--- src/rtl/mem_arb_pkg.sv ---
// Shared types and default widths for the program/data memory port arbiter.
package mem_arb_pkg;

    localparam int ADDR_W_DEF   = 5;
    localparam int DATA_W_DEF   = 8;
    localparam int MAX_WAIT_DEF = 4;

    typedef enum logic [1:0] {
        OWN_NONE,
        OWN_CPU,
        OWN_HOST
    } owner_t;

    typedef enum logic {
        ST_ARB,
        ST_LOCKED
    } state_t;

endpackage

--- src/rtl/mem_arb_age_counter.sv ---
// Saturating age counter: counts denied cycles up to MAX; clear has priority over increment.
module mem_arb_age_counter #(
    parameter int MAX = 4
) (
    input  logic clock,
    input  logic reset_n,
    input  logic inc,
    input  logic clr,
    output logic sat
);

    localparam int W = $clog2(MAX + 1);

    logic [W-1:0] count_reg;
    logic [W-1:0] count_next;

    assign sat = (count_reg == W'(MAX));

    always_comb begin
        count_next = count_reg;
        if (clr) begin
            count_next = '0;
        end else if (inc && !sat) begin
            count_next = count_reg + 1'b1;
        end
    end

    always_ff @(posedge clock) begin
        if (!reset_n) begin
            count_reg <= '0;
        end else begin
            count_reg <= count_next;
        end
    end

endmodule

--- src/rtl/mem_port_arbiter.sv ---
// Single-port memory arbiter between the CPU controller and the host loader,
// with host starvation protection and a host-exclusive lock mode.
module mem_port_arbiter
    import mem_arb_pkg::*;
#(
    parameter int ADDR_W   = ADDR_W_DEF,
    parameter int DATA_W   = DATA_W_DEF,
    parameter int MAX_WAIT = MAX_WAIT_DEF
) (
    input  logic              clock,
    input  logic              reset_n,
    input  logic              cpu_req,
    input  logic              cpu_we,
    input  logic [ADDR_W-1:0] cpu_addr,
    input  logic [DATA_W-1:0] cpu_wdata,
    output logic              cpu_gnt,
    output logic              cpu_rvalid,
    output logic [DATA_W-1:0] cpu_rdata,
    input  logic              host_req,
    input  logic              host_we,
    input  logic [ADDR_W-1:0] host_addr,
    input  logic [DATA_W-1:0] host_wdata,
    input  logic              host_lock,
    output logic              host_gnt,
    output logic              host_rvalid,
    output logic [DATA_W-1:0] host_rdata,
    output logic              mem_en,
    output logic              mem_we,
    output logic [ADDR_W-1:0] mem_addr,
    output logic [DATA_W-1:0] mem_wdata,
    input  logic [DATA_W-1:0] mem_rdata,
    output logic              locked
);

    state_t state_reg, state_next;
    owner_t owner_reg, owner_next;
    logic   wait_sat;

    mem_arb_age_counter #(
        .MAX (MAX_WAIT)
    ) u_age (
        .clock   (clock),
        .reset_n (reset_n),
        .inc     (host_req && !host_gnt),
        .clr     (host_gnt || !host_req),
        .sat     (wait_sat)
    );

    // Grant priority: starved host, then CPU, then host; lock shuts the CPU out.
    always_comb begin
        cpu_gnt  = 1'b0;
        host_gnt = 1'b0;
        if (reset_n) begin
            if (state_reg == ST_LOCKED) begin
                host_gnt = host_req;
            end else if (host_req && wait_sat) begin
                host_gnt = 1'b1;
            end else if (cpu_req) begin
                cpu_gnt = 1'b1;
            end else begin
                host_gnt = host_req;
            end
        end
    end

    always_comb begin
        mem_en    = cpu_gnt | host_gnt;
        mem_we    = 1'b0;
        mem_addr  = '0;
        mem_wdata = '0;
        if (cpu_gnt) begin
            mem_we    = cpu_we;
            mem_addr  = cpu_addr;
            mem_wdata = cpu_wdata;
        end else if (host_gnt) begin
            mem_we    = host_we;
            mem_addr  = host_addr;
            mem_wdata = host_wdata;
        end
    end

    always_comb begin
        state_next = state_reg;
        case (state_reg)
            ST_ARB:    if (host_gnt && host_lock) state_next = ST_LOCKED;
            ST_LOCKED: if (!host_lock) state_next = ST_ARB;
            default:   state_next = ST_ARB;
        endcase
    end

    always_comb begin
        owner_next = OWN_NONE;
        if (cpu_gnt && !cpu_we) begin
            owner_next = OWN_CPU;
        end else if (host_gnt && !host_we) begin
            owner_next = OWN_HOST;
        end
    end

    always_ff @(posedge clock) begin
        if (!reset_n) begin
            state_reg <= ST_ARB;
            owner_reg <= OWN_NONE;
        end else begin
            state_reg <= state_next;
            owner_reg <= owner_next;
        end
    end

    // Return data is suppressed while reset is held so an in-flight read never surfaces.
    assign cpu_rvalid  = reset_n && (owner_reg == OWN_CPU);
    assign host_rvalid = reset_n && (owner_reg == OWN_HOST);
    assign cpu_rdata   = cpu_rvalid  ? mem_rdata : '0;
    assign host_rdata  = host_rvalid ? mem_rdata : '0;
    assign locked      = (state_reg == ST_LOCKED);

endmodule

--- config.mk ---
export PLATFORM = sky130hd
export DESIGN_NAME = mem_port_arbiter
export DESIGN_NICKNAME = d
export VERILOG_FILES = /design/src/rtl/mem_arb_pkg.sv /design/src/rtl/mem_arb_age_counter.sv /design/src/rtl/mem_port_arbiter.sv
export SDC_FILE = /design/constraint.sdc
export NUM_CORES = 1
export LEC_CHECK = 0
export CORE_AREA = 2 2 55 57
export CTS_CLUSTER_SIZE = 16
export DETAILED_ROUTE_END_ITERATION = 8
export DIE_AREA = 0 0 57 59
export GPL_TIMING_DRIVEN = 0
export MAX_ROUTING_LAYER = met4
export PLACE_DENSITY = 0.76
export SLEW_MARGIN = 25
export SYNTH_ARGS = -nofsm -noshare
export SYNTH_HDL_FRONTEND = slang
export SYNTH_SLANG_ARGS = --single-unit
--- constraint.sdc ---
create_clock -name clock -period 2 [get_ports clock]
set_clock_uncertainty 0.2 [all_clocks]
set_input_delay 0.6 -clock clock [delete_from_list [all_inputs] [get_ports clock]]
set_output_delay 0.6 -clock clock [all_outputs]
set_load 0.02 [all_outputs]
==> summary.md <==
The number of flip-flops in the largest register works out to 3. The path class of the tightest hold or removal check is reg -> reg. The width of the die was 57 um. TritonCTS built the clock tree.

The capturing element type of the critical path is a primary output. The max-slew violation count is 0. After filler insertion, the fill cell instance count of the layout stands at 227. Summing every instance area after synthesis gives 548 um^2. The die is 59 um tall. The top routing layer in use was met4. The largest fanout on the critical path works out to 5. For this run, design rule violations remaining after detail routing come to 0. The count of state elements after synthesis works out to 6. Adding up every negative setup slack in the final design gives -7.19 ns.

The number of standard cells after synthesis was 63. The total leakage power was 0.804 nW. The tool flagged a number of max-cap violations equal to 0. The checks that failed: setup timing. Input and output buffers added on the ports amount to 76. For the total number of vias, the log shows 867. Setup repair after global routing could not meet its margin everywhere. The leading register cell type out of synthesis was dfxtp_1. Power spread over the standard cell area amounts to 316 nW/um^2. The run gives 875 as the number of global-route vias before repair.

The ratio of routed vias to standard cells is 4.69, and the total congestion overflow is 0. The slew of the pin with the lowest slew margin works out to 0.215 ns. For the sequential fraction of the synthesis area, the log shows 0.219. The first-pass detailed-route iteration total came out at 2. The wire length of the first global-routing pass was 3910 um; the total wire length after detailed routing was 2960 um. The floorplan has 19 rows.

The number of flops mapped to enable cells by yosys was 0; the number of unique standard cell types used by synthesis was 21. The tools report the number of top-level pins as 77. Post-layout worst setup margin: -0.446 ns. The sequential cells in the finished layout cover a total of 124 um^2. The worst-case vdd ir drop was 0.323 mV; the clock transition at the registers of the reported paths was 0.04 ns. The proportion of layout cells with a drive suffix above 1 is 0.578, and the remaining antenna violation count after routing is 0. The longest clock path from root to sink contains 2 buffers.

The total clock buffers created by CTS is 3, and the total inserted antenna cells is 0. The data arrival time of the worst path came out at 1.65 ns. The run gives 0.159 as the total track usage.

In the detailed route, the total length drawn on met2 is 1680 um. The number of failing hold endpoints at the final stage was 0; the synthesis-to-layout area growth was 204%. The fraction of the cycle the final worst path needs is 1.22, and the final period demand of the worst path is 2.45 ns. The run gives 1 as the number of levels in the clock H-tree.

Count of synthesis-stage warnings from yosys: 0. The run gives 528 um^2 as the multi-input gate area in the final layout. Critical path launch point type: a primary input.

For the final weighted congestion of routability-driven global placement, the log shows 0.887. The flow ran to the end, but the final reports show violations. Number of clock sinks seen by CTS: 6. Worst setup path category: in -> out. In this run, the number of DRC markers left after iteration 0 of detailed routing was 17. The die area is 3360 um^2. Power comes to 0.527 mW.

After clock tree synthesis, the flow added hold-fix buffers numbering 0. Data on the critical path is required at its endpoint by 1.20 ns. Setup violations remaining at the end of the flow were counted as 33. The tools report the detailed-routing wirelength on met1 as 982 um. The average wire length per cell after detail routing was 16.0 um; the met3 wire length was 287 um. The cell sitting at the root of the clock tree is a clkbuf_4. The number of antenna violations at the first check in global routing was 0; the area of the placeable core was 2710 um^2. Initial core utilization: 0.202. The later-pin clock latency in the skew report is 0.25 ns.

The async set or reset register ratio after synthesis works out to 0. The synthesized area per cell works out to 8.70 um^2. The worst slew slack as a fraction of its limit was 0.857; the number of nets in the layout was 199. Entering global routing, the biggest net connects 10 pins.

The run gives 2070 um as the HPWL reported at the end of detailed placement. The number of nets in the synthesized netlist is 106. Static timing analysis puts the maximum clock frequency at 0.409 GHz.
-- critical path, cell delays in order --
cell     delay (ns)
buf_6          0.09
nor2b_4        0.13
and3_4         0.20
buf_12         0.13
buf_12         0.12
a22o_4         0.24
buf_6          0.13
-- kinds of logic after synthesis --
family | synth area share
and+or+nand+nor | 0.352
AOI/OAI and AO/OA | 0.272
buffers and inverters | 0.0959
DFF | 0.219
adders and majority gates | 0.0457
xor gates and xnor gates | 0.0160
-- cells in the final DEF (no fill, tap or decap), drive strengths merged --
cell | Yosys | routed
nand3 | 1 | 1
a21oi | 1 | 1
buf | 3 | 52
dfxtp | 6 | 6
inv | 3 | 3
and3 | 1 | 1
ha | 2 | 2
dlygate4sd2 | 0 | 9
nor3 | 3 | 3
nand2 | 4 | 4
clkbuf | 1 | 3
nor2 | 1 | 2
nor2b | 2 | 2
xnor2 | 1 | 1
and2 | 16 | 16
clkdlybuf4s50 | 0 | 29
o211a | 1 | 1
and3b | 1 | 2
or2 | 1 | 1
a22o | 14 | 14
and2b | 1 | 1
-- power by group --
group | total [mW] | switching (mW) | internal [mW]
clock network | 0.113 | 0.0453 | 0.0680
registers | 0.127 | 0.00388 | 0.123
logic | 0.287 | 0.110 | 0.177
total | 0.527 | 0.159 | 0.368
-- per-layer routing --
metal  GRT usage  up-vias
li1            -      410
met1       0.147      389
met2       0.310       64
met3      0.0480        4
met4      0.0498        0
met5           -        -
-- worst paths after layout --
| check | end | startpoint | slack, ns | depth (start not counted) |
|---|---|---|---|---|
| hold / removal | u_age.count_reg[0] | u_age.count_reg[0] | 0.23 | 1 |
| hold reg to reg | u_age.count_reg[0] | u_age.count_reg[0] | 0.23 | 1 |
| setup reg to reg | locked | u_age.count_reg[0] | 0.52 | 7 |
| setup / recovery | mem_wdata[2] | cpu_req | -0.45 | 7 |
-- cell usage after synthesis (all sizes together), types with 2 or more instances --
cell type / instances / share of area
nor3: 3 / 0.027
nand2: 4 / 0.027
nor2b: 2 / 0.037
ha: 2 / 0.046
a22o: 14 / 0.22
buf: 3 / 0.068
inv: 3 / 0.021
dfxtp: 6 / 0.22
and2: 16 / 0.18
-- what timing repair did --
item / CTS / global route
setup buffers: 7 / 3
resized for setup: 238 / 14
pin swaps: 12 / 10
cloned: 2 / 2
endpoints found under the setup margin: 36 / 35
-- stage by stage --
step	utilization	cells	setup WS, ns	area (um^2)	hold slack [ns]
CTS	0.587	180	-0.451	1590	0.236
detailed placement	0.528	170	-1.35	1430	0.255
global placement	0.528	170	-1.32	1430	0.240
finish	0.615	185	-0.446	1670	0.233
floorplan	-	63	-0.206	632	0.230
global route	0.615	185	-0.487	1670	0.251
-- area by class of cell --
type,instances,area share
inverter,3,0.00676
clock buffer,3,0.0135
buffer,2,0.0188
timing repair buffer,88,0.547
tap,31,0.0233
multi-input combinational,52,0.317
sequential,6,0.0743
No activity file was read; power rests on OpenSTA's default activity.
